File: src/rtl/dallanma_cozucu.sv
// Branch resolution tracker: holds issued predictions in order, checks the oldest
// against the execute outcome, feeds predictor updates and raises redirects.
module dallanma_cozucu #(
    parameter int KUYRUK_DERINLIK = 4
) (
    input  logic        clk_i,
    input  logic        rst_i,
    input  logic        tahmin_gecerli_i,
    input  logic [31:0] tahmin_ps_i,
    input  logic        tahmin_atladi_i,
    input  logic [31:0] tahmin_hedef_i,
    output logic        tahmin_hazir_o,
    input  logic        cozum_gecerli_i,
    input  logic        cozum_atladi_i,
    input  logic [31:0] cozum_hedef_i,
    output logic        guncelle_gecerli_o,
    output logic        guncelle_atladi_o,
    output logic [31:0] guncelle_ps_o,
    output logic        yanlis_tahmin_o,
    output logic [31:0] duzeltilmis_ps_o,
    output logic [31:0] dogru_sayac_o,
    output logic [31:0] yanlis_sayac_o,
    output logic        bos_o,
    output logic        hata_o
);

    localparam int PTR_W = $clog2(KUYRUK_DERINLIK);
    localparam int CNT_W = $clog2(KUYRUK_DERINLIK + 1);
    localparam logic [CNT_W-1:0] DOLU = CNT_W'(KUYRUK_DERINLIK);

    // Entry storage (data only, never reset)
    logic [31:0] ps_q     [KUYRUK_DERINLIK];
    logic        atladi_q [KUYRUK_DERINLIK];
    logic [31:0] hedef_q  [KUYRUK_DERINLIK];

    // Queue control state
    logic [PTR_W-1:0] bas_p0;
    logic [PTR_W-1:0] son_p0;
    logic [CNT_W-1:0] sayi_p0;

    // Registered outputs, one cycle after resolution
    logic        guncelle_gecerli_p1;
    logic        guncelle_atladi_p1;
    logic [31:0] guncelle_ps_p1;
    logic        yanlis_tahmin_p1;
    logic [31:0] duzeltilmis_ps_p1;
    logic [31:0] dogru_sayac_p1;
    logic [31:0] yanlis_sayac_p1;
    logic        hata_p1;

    logic ekle;
    logic coz;
    logic yanlis;
    logic ekle_etkin;

    // Direction mismatch, or both taken but to different targets
    function automatic logic yanlis_mi(input logic t_at, input logic [31:0] t_hd,
                                       input logic c_at, input logic [31:0] c_hd);
        return (t_at != c_at) || (t_at && c_at && (t_hd != c_hd));
    endfunction

    // Where fetch must restart: actual target if taken, fall-through otherwise
    function automatic logic [31:0] duzeltme_ps(input logic c_at, input logic [31:0] c_hd,
                                                input logic [31:0] ps);
        return c_at ? c_hd : ps + 32'd4;
    endfunction

    assign tahmin_hazir_o = (sayi_p0 != DOLU);
    assign bos_o          = (sayi_p0 == '0);

    // Accept decisions; a mispredict kills any same-cycle enqueue (wrong path)
    always_comb begin
        ekle       = tahmin_gecerli_i && tahmin_hazir_o;
        coz        = cozum_gecerli_i && !bos_o;
        yanlis     = yanlis_mi(atladi_q[bas_p0], hedef_q[bas_p0], cozum_atladi_i, cozum_hedef_i);
        ekle_etkin = ekle && !(coz && yanlis);
    end

    // Write accepted predictions at the tail slot
    always_ff @(posedge clk_i) begin
        if (ekle_etkin) begin
            ps_q[son_p0]     <= tahmin_ps_i;
            atladi_q[son_p0] <= tahmin_atladi_i;
            hedef_q[son_p0]  <= tahmin_hedef_i;
        end
    end

    // Pointer/occupancy bookkeeping; mispredict flushes everything
    always_ff @(posedge clk_i) begin
        if (rst_i) begin
            bas_p0  <= '0;
            son_p0  <= '0;
            sayi_p0 <= '0;
        end else if (coz && yanlis) begin
            bas_p0  <= son_p0;
            sayi_p0 <= '0;
        end else begin
            if (ekle_etkin) son_p0 <= son_p0 + 1'b1;
            if (coz)        bas_p0 <= bas_p0 + 1'b1;
            sayi_p0 <= sayi_p0 + CNT_W'(ekle_etkin) - CNT_W'(coz);
        end
    end

    // Update/redirect strobes, held data, counters and sticky error flag
    always_ff @(posedge clk_i) begin
        if (rst_i) begin
            guncelle_gecerli_p1 <= 1'b0;
            guncelle_atladi_p1  <= 1'b0;
            guncelle_ps_p1      <= '0;
            yanlis_tahmin_p1    <= 1'b0;
            duzeltilmis_ps_p1   <= '0;
            dogru_sayac_p1      <= '0;
            yanlis_sayac_p1     <= '0;
            hata_p1             <= 1'b0;
        end else begin
            guncelle_gecerli_p1 <= coz;
            yanlis_tahmin_p1    <= coz && yanlis;
            if (coz) begin
                guncelle_atladi_p1 <= cozum_atladi_i;
                guncelle_ps_p1     <= ps_q[bas_p0];
                if (yanlis) begin
                    duzeltilmis_ps_p1 <= duzeltme_ps(cozum_atladi_i, cozum_hedef_i, ps_q[bas_p0]);
                    yanlis_sayac_p1   <= yanlis_sayac_p1 + 32'd1;
                end else begin
                    dogru_sayac_p1    <= dogru_sayac_p1 + 32'd1;
                end
            end
            if (cozum_gecerli_i && bos_o) hata_p1 <= 1'b1;
        end
    end

    assign guncelle_gecerli_o = guncelle_gecerli_p1;
    assign guncelle_atladi_o  = guncelle_atladi_p1;
    assign guncelle_ps_o      = guncelle_ps_p1;
    assign yanlis_tahmin_o    = yanlis_tahmin_p1;
    assign duzeltilmis_ps_o   = duzeltilmis_ps_p1;
    assign dogru_sayac_o      = dogru_sayac_p1;
    assign yanlis_sayac_o     = yanlis_sayac_p1;
    assign hata_o             = hata_p1;

endmodule

File: config.mk
export PLATFORM = sky130hd
export DESIGN_NAME = dallanma_cozucu
export DESIGN_NICKNAME = d
export VERILOG_FILES = /design/src/rtl/dallanma_cozucu.sv
export SDC_FILE = /design/constraint.sdc
export NUM_CORES = 1
export LEC_CHECK = 0
export BUFFER_PORTS_ARGS = -buffer_cell sky130_fd_sc_hd__buf_4
export CAP_MARGIN = 10
export CORE_AREA = 2 2 171 173
export CTS_BUF_LIST = sky130_fd_sc_hd__clkbuf_2 sky130_fd_sc_hd__clkbuf_4 sky130_fd_sc_hd__clkbuf_8
export CTS_CLUSTER_SIZE = 16
export DETAILED_ROUTE_END_ITERATION = 10
export DIE_AREA = 0 0 173 175
export PLACE_DENSITY = 0.88
export SETUP_SLACK_MARGIN = 0.05
export SLEW_MARGIN = 40
export SYNTH_ARGS = -nofsm -noshare
export SYNTH_HDL_FRONTEND = slang
export SYNTH_SLANG_ARGS = --single-unit
File: constraint.sdc
create_clock -name clk_i -period 6.86 [get_ports clk_i]
set_clock_uncertainty 0.1 [all_clocks]
set_input_delay 1.372 -clock clk_i [delete_from_list [all_inputs] [get_ports clk_i]]
set_output_delay 1.372 -clock clk_i [all_outputs]
set_load 0.005 [all_outputs]
==> flow_summary.json, run 1 <==
{
  "grt_setup_unrepaired": "false",
  "slew_violations": 0,
  "final_hold_viol_count": 0,
  "synth_seq_cells": 401,
  "worstHoldPathType": "flop to flop",
  "path_common_cell": "buf_4",
  "p_leak_uw": 0.007257,
  "path_class": "flop to flop",
  "crit_chain": "buf_4 -> mux4_2 -> xor2_1 -> nor4_1 -> nand4_1 -> or3_4 -> nand2_2 -> and3_1 -> and2_2 -> buf_4",
  "cts-root-buf": "clkbuf_8",
  "drt_wl_total_um": 42050,
  "first_pass_iters": 7,
  "die_x_um": 173,
  "synth_fa_ha_area_frac": 0.008764,
  "synth_cell_types": 54,
  "cpPeakStageDelay_ns": 0.76,
  "vdd_drop_max_v": 0.0002326,
  "drive_above_1_share": 0.2954,
  "grt_pass1_wl_um": 63250,
  "layout.nets": 1589,
  "netlist_instances": 1228,
  "portBuffers": 235,
  "cts_buffer_depth": 3,
  "whs_ns": 0.3563,
  "synth_compound_area_frac": 0.05697,
  "antenna_found_initial": 1,
  "avgViaCountPerCell": 5.931,
  "drtIter0Drc": 1066,
  "fin_crit_sh": 0.7658,
  "synth_seq_area_share": 0.6419,
  "setup_viol": 0,
  "slowest_stage": "and2_2",
  "wire_per_inst_um": 22.01,
  "grt_pass1_vias": 11122,
  "cts_tree": "built",
  "critical_path_peak_fanout": 29,
  "max_slew.worst_pin.slew_ns": 0.8351,
  "syn_to_final_growth_pct": 20.26,
  "rows": 62,
  "path_delay_family": "simple AND/OR/NAND/NOR gates",
  "synthesis.nets": 1341,
  "start_kind": "flop",
  "synthesis.area_mm2": 0.01656,
  "synth_area_per_cell_um2": 13.49,
  "muxShareOfSynthArea": 0.1068,
  "fin_area_mm2": 0.01992,
  "max_cap_violations": 0,
  "h-tree-depth": 2,
  "placed_area_mm2": 0.01864,
  "grt_remaining_overflow": 0,
  "clkTransAtPathRegs_ns": 0.06,
  "num_vias": 11335,
  "synth_top_family_by_area": "simple AND/OR/NAND/NOR gates",
  "ctsResizeCount": 0,
  "required_ns": 7.03,
  "gp_congestion": 0.8516,
  "cts_sinks": 401,
  "die_area_mm2": 0.03028,
  "synth-simple-area-share": 0.1157,
  "period_needed_ns": 5.253,
  "setup_tns_ns": 0,
  "yosysWarnings": 0,
  "fin_util": 0.7015,
  "synth-xor-area-share": 0.04284,
  "start_util": 0.5833,
  "grt_max_degree": 76,
  "status": "finished, final reports clean",
  "clock_latency_ns": 0.65,
  "end_kind": "flop",
  "max_freq_mhz": 190.4,
  "grt.total_usage": 0.2734,
  "postCtsHoldBufs": 0,
  "p_per_area_mw_per_mm2": 333.4,
  "place_hpwl_um": 28990,
  "ant_nets": 0,
  "numCtsBuffers": 60,
  "die_h_um": 175,
  "route.detailed.drc": 0,
  "diodes": 0,
  "post_cts_buffers": 0,
  "critPathArrivalTime_ns": 5.43,
  "crit_buf_inv": 2,
  "slew_headroom": 0.4433,
  "coreArea_mm2": 0.02839,
  "pin_count": 236
}
==> worst reg2reg max path: stages (launching register included) <==
cell and delay, ns:
dfxtp_4 0.55, buf_4 0.50, mux4_2 0.60, xor2_1 0.15, nor4_1 0.46, nand4_1 0.31, or3_4 0.55, nand2_2 0.10
and3_1 0.35, and2_2 0.76, buf_4 0.47
==> report_power, final <==
group / total (uW) / internal [uW] / switching [uW]
clock: 2010 / 1080 / 925
sequential: 3080 / 2930 / 151
combinational: 1550 / 668 / 882
total: 6640 / 4680 / 1960
==> synthesized netlist by cell type (all sizes together) <==
library cell	number	area, um^2
clkbuf	41	153.9
nand3	40	200.2
mux2	11	123.9
o21ai	43	215.2
edfxtp	260	7807
nor3	9	45.04
fa	1	20.02
o31ai	1	7.510
or4	2	15.01
nor4	23	143.9
xor2	54	473.0
buf	23	166.4
a41o	2	20.02
nand4	17	106.4
a311oi	3	26.28
a21o	6	45.04
a31oi	2	12.51
o21a	1	7.510
nand2b	11	68.82
mux4	65	1464
and2	18	112.6
or2	3	18.77
mux2i	18	180.2
or4b	2	20.02
inv	34	127.6
o41ai	1	8.760
dfxtp	141	2823
a211oi	1	7.510
nor2b	8	50.05
xnor2	27	236.5
nand3b	4	30.03
a22o	15	131.4
o2111ai	1	8.760
ha	10	125.1
nand2	135	509.2
and3	15	93.84
nor2	72	270.3
nor4b	5	50.04
o21ba	3	30.03
a21oi	68	351.6
or3	13	86.33
and4	11	96.34
a31o	7	61.31
a21bo	1	10.01
==> cell families after synthesis <==
logic type / after synthesis
flops: 401
simple gates: 388
compound gates: 155
buf+inv: 98
mux: 94
xor+xnor: 81
fa+ha+maj: 11
==> registers in the layout (all words and copies together) (netlist names), named ones only <==
name and count:
dogru_sayac_o 32, atladi_q 4, guncelle_gecerli_o 1, hata_o 1
hedef_q 128, duzeltilmis_ps_o 32, son_p0 2, ps_q 128
guncelle_atladi_o 1, guncelle_ps_o 32, yanlis_sayac_o 32, sayi_p0 3
bas_p0 2, yanlis_tahmin_o 1
==> per-layer routing <==
metal / part of all wire / wire length (um) / global-route usage
met5: 0.00019 / 8 / 0
met4: 0.034 / 1424 / 0.1091
met3: 0.099 / 4148 / 0.07224
met2: 0.48 / 20190 / 0.4460
met1: 0.39 / 16280 / 0.3522
==> stage by stage <==
stage                     instances  setup WS (ns)  power, uW
after detailed placement       1798          1.647       4664
after floorplan                1228          1.737       4058
after global placement         1798          1.697       4597
after global routing           1911          1.390       6898
final                          1911          1.607       6640
after CTS                      1911          1.617       6661
==> final cells by class <==
type                            count  area, um^2
Sequential cell                   401       10640
Fill cell                        1857        8476
Multi-Input combinational cell    729        5497
Timing Repair Buffer              250        1902
Clock buffer                       91        1159
Tap cell                          384       480.5
Inverter                           34       127.6
Clock inverter                     22       116.4
==> layout by cell type, fill, tap and decap left out, drive strengths merged, types with 40 or more instances in the layout <==
cell | netlist | final
nor2 | 72 | 72
buf | 23 | 250
nand2 | 135 | 135
nand3 | 40 | 40
clkbuf | 41 | 91
a21oi | 68 | 68
o21ai | 43 | 43
edfxtp | 260 | 260
xor2 | 54 | 54
dfxtp | 141 | 141
mux4 | 65 | 65
==> path summary, 6_finish.rpt <==
check                            startpoint  slack (ns)  cells past startpoint                        endpoint
max                                    flop        1.61                     10           ps_q[1][28]$_DFFE_PP_
min          guncelle_ps_o[22]$_SDFFE_PP0P_        0.36                      2  guncelle_ps_o[22]$_SDFFE_PP0P_
max reg2reg                            flop        1.61                     10           ps_q[1][28]$_DFFE_PP_
min reg2reg  guncelle_ps_o[22]$_SDFFE_PP0P_        0.36                      2  guncelle_ps_o[22]$_SDFFE_PP0P_
Note: power is estimated with default switching activity, not from simulation.
==> inputs of run 2 (changes only) <==
Settings changed: CORE_AREA 2 2 171 173 to 2 2 179 181, DIE_AREA 0 0 173 175 to 0 0 181 183, PLACE_DENSITY 0.88 to 0.85.
Clock period 6.86 ns to 4.4 ns, I/O delays scaled along.
==> run 2 against run 1 <==
Net effect:
- register-to-register slack lost 1.4 ns
- sequential power up 55%
- via count increased by 0.69%
- non-clock buffer count is 25 higher
- critical endpoint is now sayi_p0[2]$_SDFF_PP0_
- largest power group unchanged
==> flow_summary.json, run 2 (same netlist as run 1, synthesis figures left out) <==
{
  "status": "finished, final reports clean",
  "p_per_area_mw_per_mm2": 527.4,
  "rows": 65,
  "pin_count": 236,
  "final_cell_mix": "267 x buf_4, 260 x edfxtp_1, 139 x dfxtp_1, 134 x nand2_1, 72 x clkbuf_8",
  "slowest_stage": "mux4_2",
  "clock_power_share": 0.316,
  "critical_path_cell_count": 17,
  "route.detailed.drc": 0,
  "end_kind": "flop",
  "final_hold_viol_count": 0,
  "diodes": 0,
  "layout_setup_ws_ns": 0.2087,
  "start_kind": "flop",
  "cpPeakStageDelay_ns": 0.51,
  "antenna_found_initial": 0,
  "cts_buffer_depth": 3,
  "dp_cells": 1833,
  "layoutNonFillerInstCount": 1965,
  "crit_chain": "buf_4 -> mux4_2 -> xor2_1 -> nor4_2 -> nand4_1 -> buf_4 -> or3_4 -> nand2_2 -> and3_1 -> inv_1 -> ha_1 -> inv_1 -> ha_1 -> fa_1 -> xnor2_1 -> xnor2_1 -> and2_1",
  "clock_latency_ns": 0.59,
  "nFillCells": 2193,
  "slew_headroom": 0.4436,
  "p_leak_uw": 0.007465,
  "grt_pass1_vias": 11172,
  "grt_setup_unrepaired": "false",
  "period_needed_ns": 4.191,
  "ant_nets": 0,
  "postCtsHoldBufs": 0,
  "critPathArrivalTime_ns": 4.55,
  "drt_wl_total_um": 42930,
  "drtIter0Drc": 954,
  "portBuffers": 235,
  "cts-root-buf": "clkbuf_8",
  "hold_depth": 2,
  "syn_to_final_growth_pct": 22.76,
  "pwr-share-seq": 0.446,
  "worstHoldPathType": "flop to flop",
  "drive_above_1_share": 0.3154,
  "grt_remaining_overflow": 0,
  "crit_buf_inv": 4,
  "final_common_cell": "buf_4",
  "grt.total_usage": 0.2546,
  "top_regs": "hedef_q: 128 flops, ps_q: 128 flops",
  "critical_path_peak_fanout": 12,
  "r2r_cells": 17,
  "first_pass_iters": 7,
  "slew_violations": 0,
  "clkTransAtPathRegs_ns": 0.06,
  "die_h_um": 183,
  "cts_tree": "built",
  "place_hpwl_um": 29610,
  "coreArea_mm2": 0.03123,
  "internal_power_uw": 7587,
  "setup_viol": 0,
  "required_ns": 4.76,
  "start_util": 0.5303,
  "layout.nets": 1621,
  "p_sw_frac": 0.2924,
  "combPwrFrac": 0.238,
  "avgViaCountPerCell": 5.808,
  "setup_tns_ns": 0,
  "netSwitchingPower_uw": 3135,
  "max_slew.worst_pin.slew_ns": 0.8337,
  "path_class": "flop to flop",
  "max_cap_violations": 0,
  "cts_sinks": 401,
  "wire_per_inst_um": 21.85,
  "max_freq_mhz": 238.6,
  "grt_max_degree": 64,
  "numCtsBuffers": 67,
  "fin_crit_sh": 0.9526,
  "grt_pass1_wl_um": 64540,
  "gp_congestion": 0.8564,
  "die_area_mm2": 0.03312,
  "dp_slack_ns": -0.05063,
  "die_x_um": 181,
  "h-tree-depth": 3,
  "path_delay_family": "simple AND/OR/NAND/NOR gates",
  "vdd_drop_max_v": 0.0004655,
  "num_vias": 11413
}
run 2: cell types whose count changed in the layout (fill, tap and decap cells not counted), moves of 4 or more:
cell      previous run  this run
buf_12               2         8
buf_4              248       267
clkbuf_4            15        27
clkbuf_8            76        72
clkinv_1            13         9
run 2: cell type report:
| class | count | area (um^2) | area share |
|---|---|---|---|
| inverter | 34 | 127.6 | 0.006278 |
| timing repair buffer | 275 | 2165 | 0.1065 |
| multi-input combinational | 729 | 5505 | 0.2708 |
| clock inverter | 25 | 200.2 | 0.009847 |
| tap | 402 | 503.0 | 0.02474 |
| sequential | 401 | 10640 | 0.5231 |
| clock buffer | 99 | 1194 | 0.05871 |
run 2: final timing paths:
kind | start | to | slack, ns
setup / recovery | flop | sayi_p0[2]$_SDFF_PP0_ | 0.21
hold / removal | guncelle_ps_o[29]$_SDFFE_PP0P_ | guncelle_ps_o[29]$_SDFFE_PP0P_ | 0.35
setup reg to reg | flop | sayi_p0[2]$_SDFF_PP0_ | 0.21
hold reg to reg | guncelle_ps_o[29]$_SDFFE_PP0P_ | guncelle_ps_o[29]$_SDFFE_PP0P_ | 0.35
run 2: power by group through the flow:
stage | clock (uW) | combinational [uW] | sequential (uW)
floorplan | 0 | 1530 | 4800
global placement | 0 | 2410 | 4830
detailed placement | 0 | 2470 | 4870
CTS | 3430 | 2500 | 4790
global route | 3600 | 2730 | 4820
finish | 3380 | 2550 | 4780
run 2: repair_timing:
item / 4_1_cts / 5_1_grt
pin swaps: 1 / 1
setup buffers: 2 / 6
hold endpoints to repair: 0 / 0
endpoints found under the setup margin: 1 / 1
gates resized for setup: 1 / 1
gates cloned: 0 / 0
run 2: through the flow:
stage               instance area, um^2  total power, uW    util  hold slack [ns]
finish                            20330            10720  0.6510           0.3545
global route                      20330            11150  0.6510           0.3670
CTS                               20270            10710  0.6489           0.3566
detailed placement                18850             7331  0.6036           0.3492
global placement                  18850             7237  0.6035           0.3451
floorplan                         16580             6325       -           0.3527
run 2: per-layer routing:
layer / vias to the layer above / wire (um) / global-route usage
li1: 5122 / - / -
met1: 5595 / 16290 / 0.3217
met2: 619 / 21010 / 0.4252
met3: 77 / 4504 / 0.07347
met4: 0 / 1129 / 0.08650
met5: - / 0 / 0
run 2: worst reg2reg max path, delay by kind of cell (launching register included):
family / cells / cell delay (ns)
XOR/XNOR: 3 / 0.44
adder cells (fa/ha/maj): 3 / 0.84
buffers and inverters: 4 / 0.46
flip-flops: 1 / 0.45
multiplexers: 1 / 0.51
AND/OR/NAND/NOR: 6 / 1.30
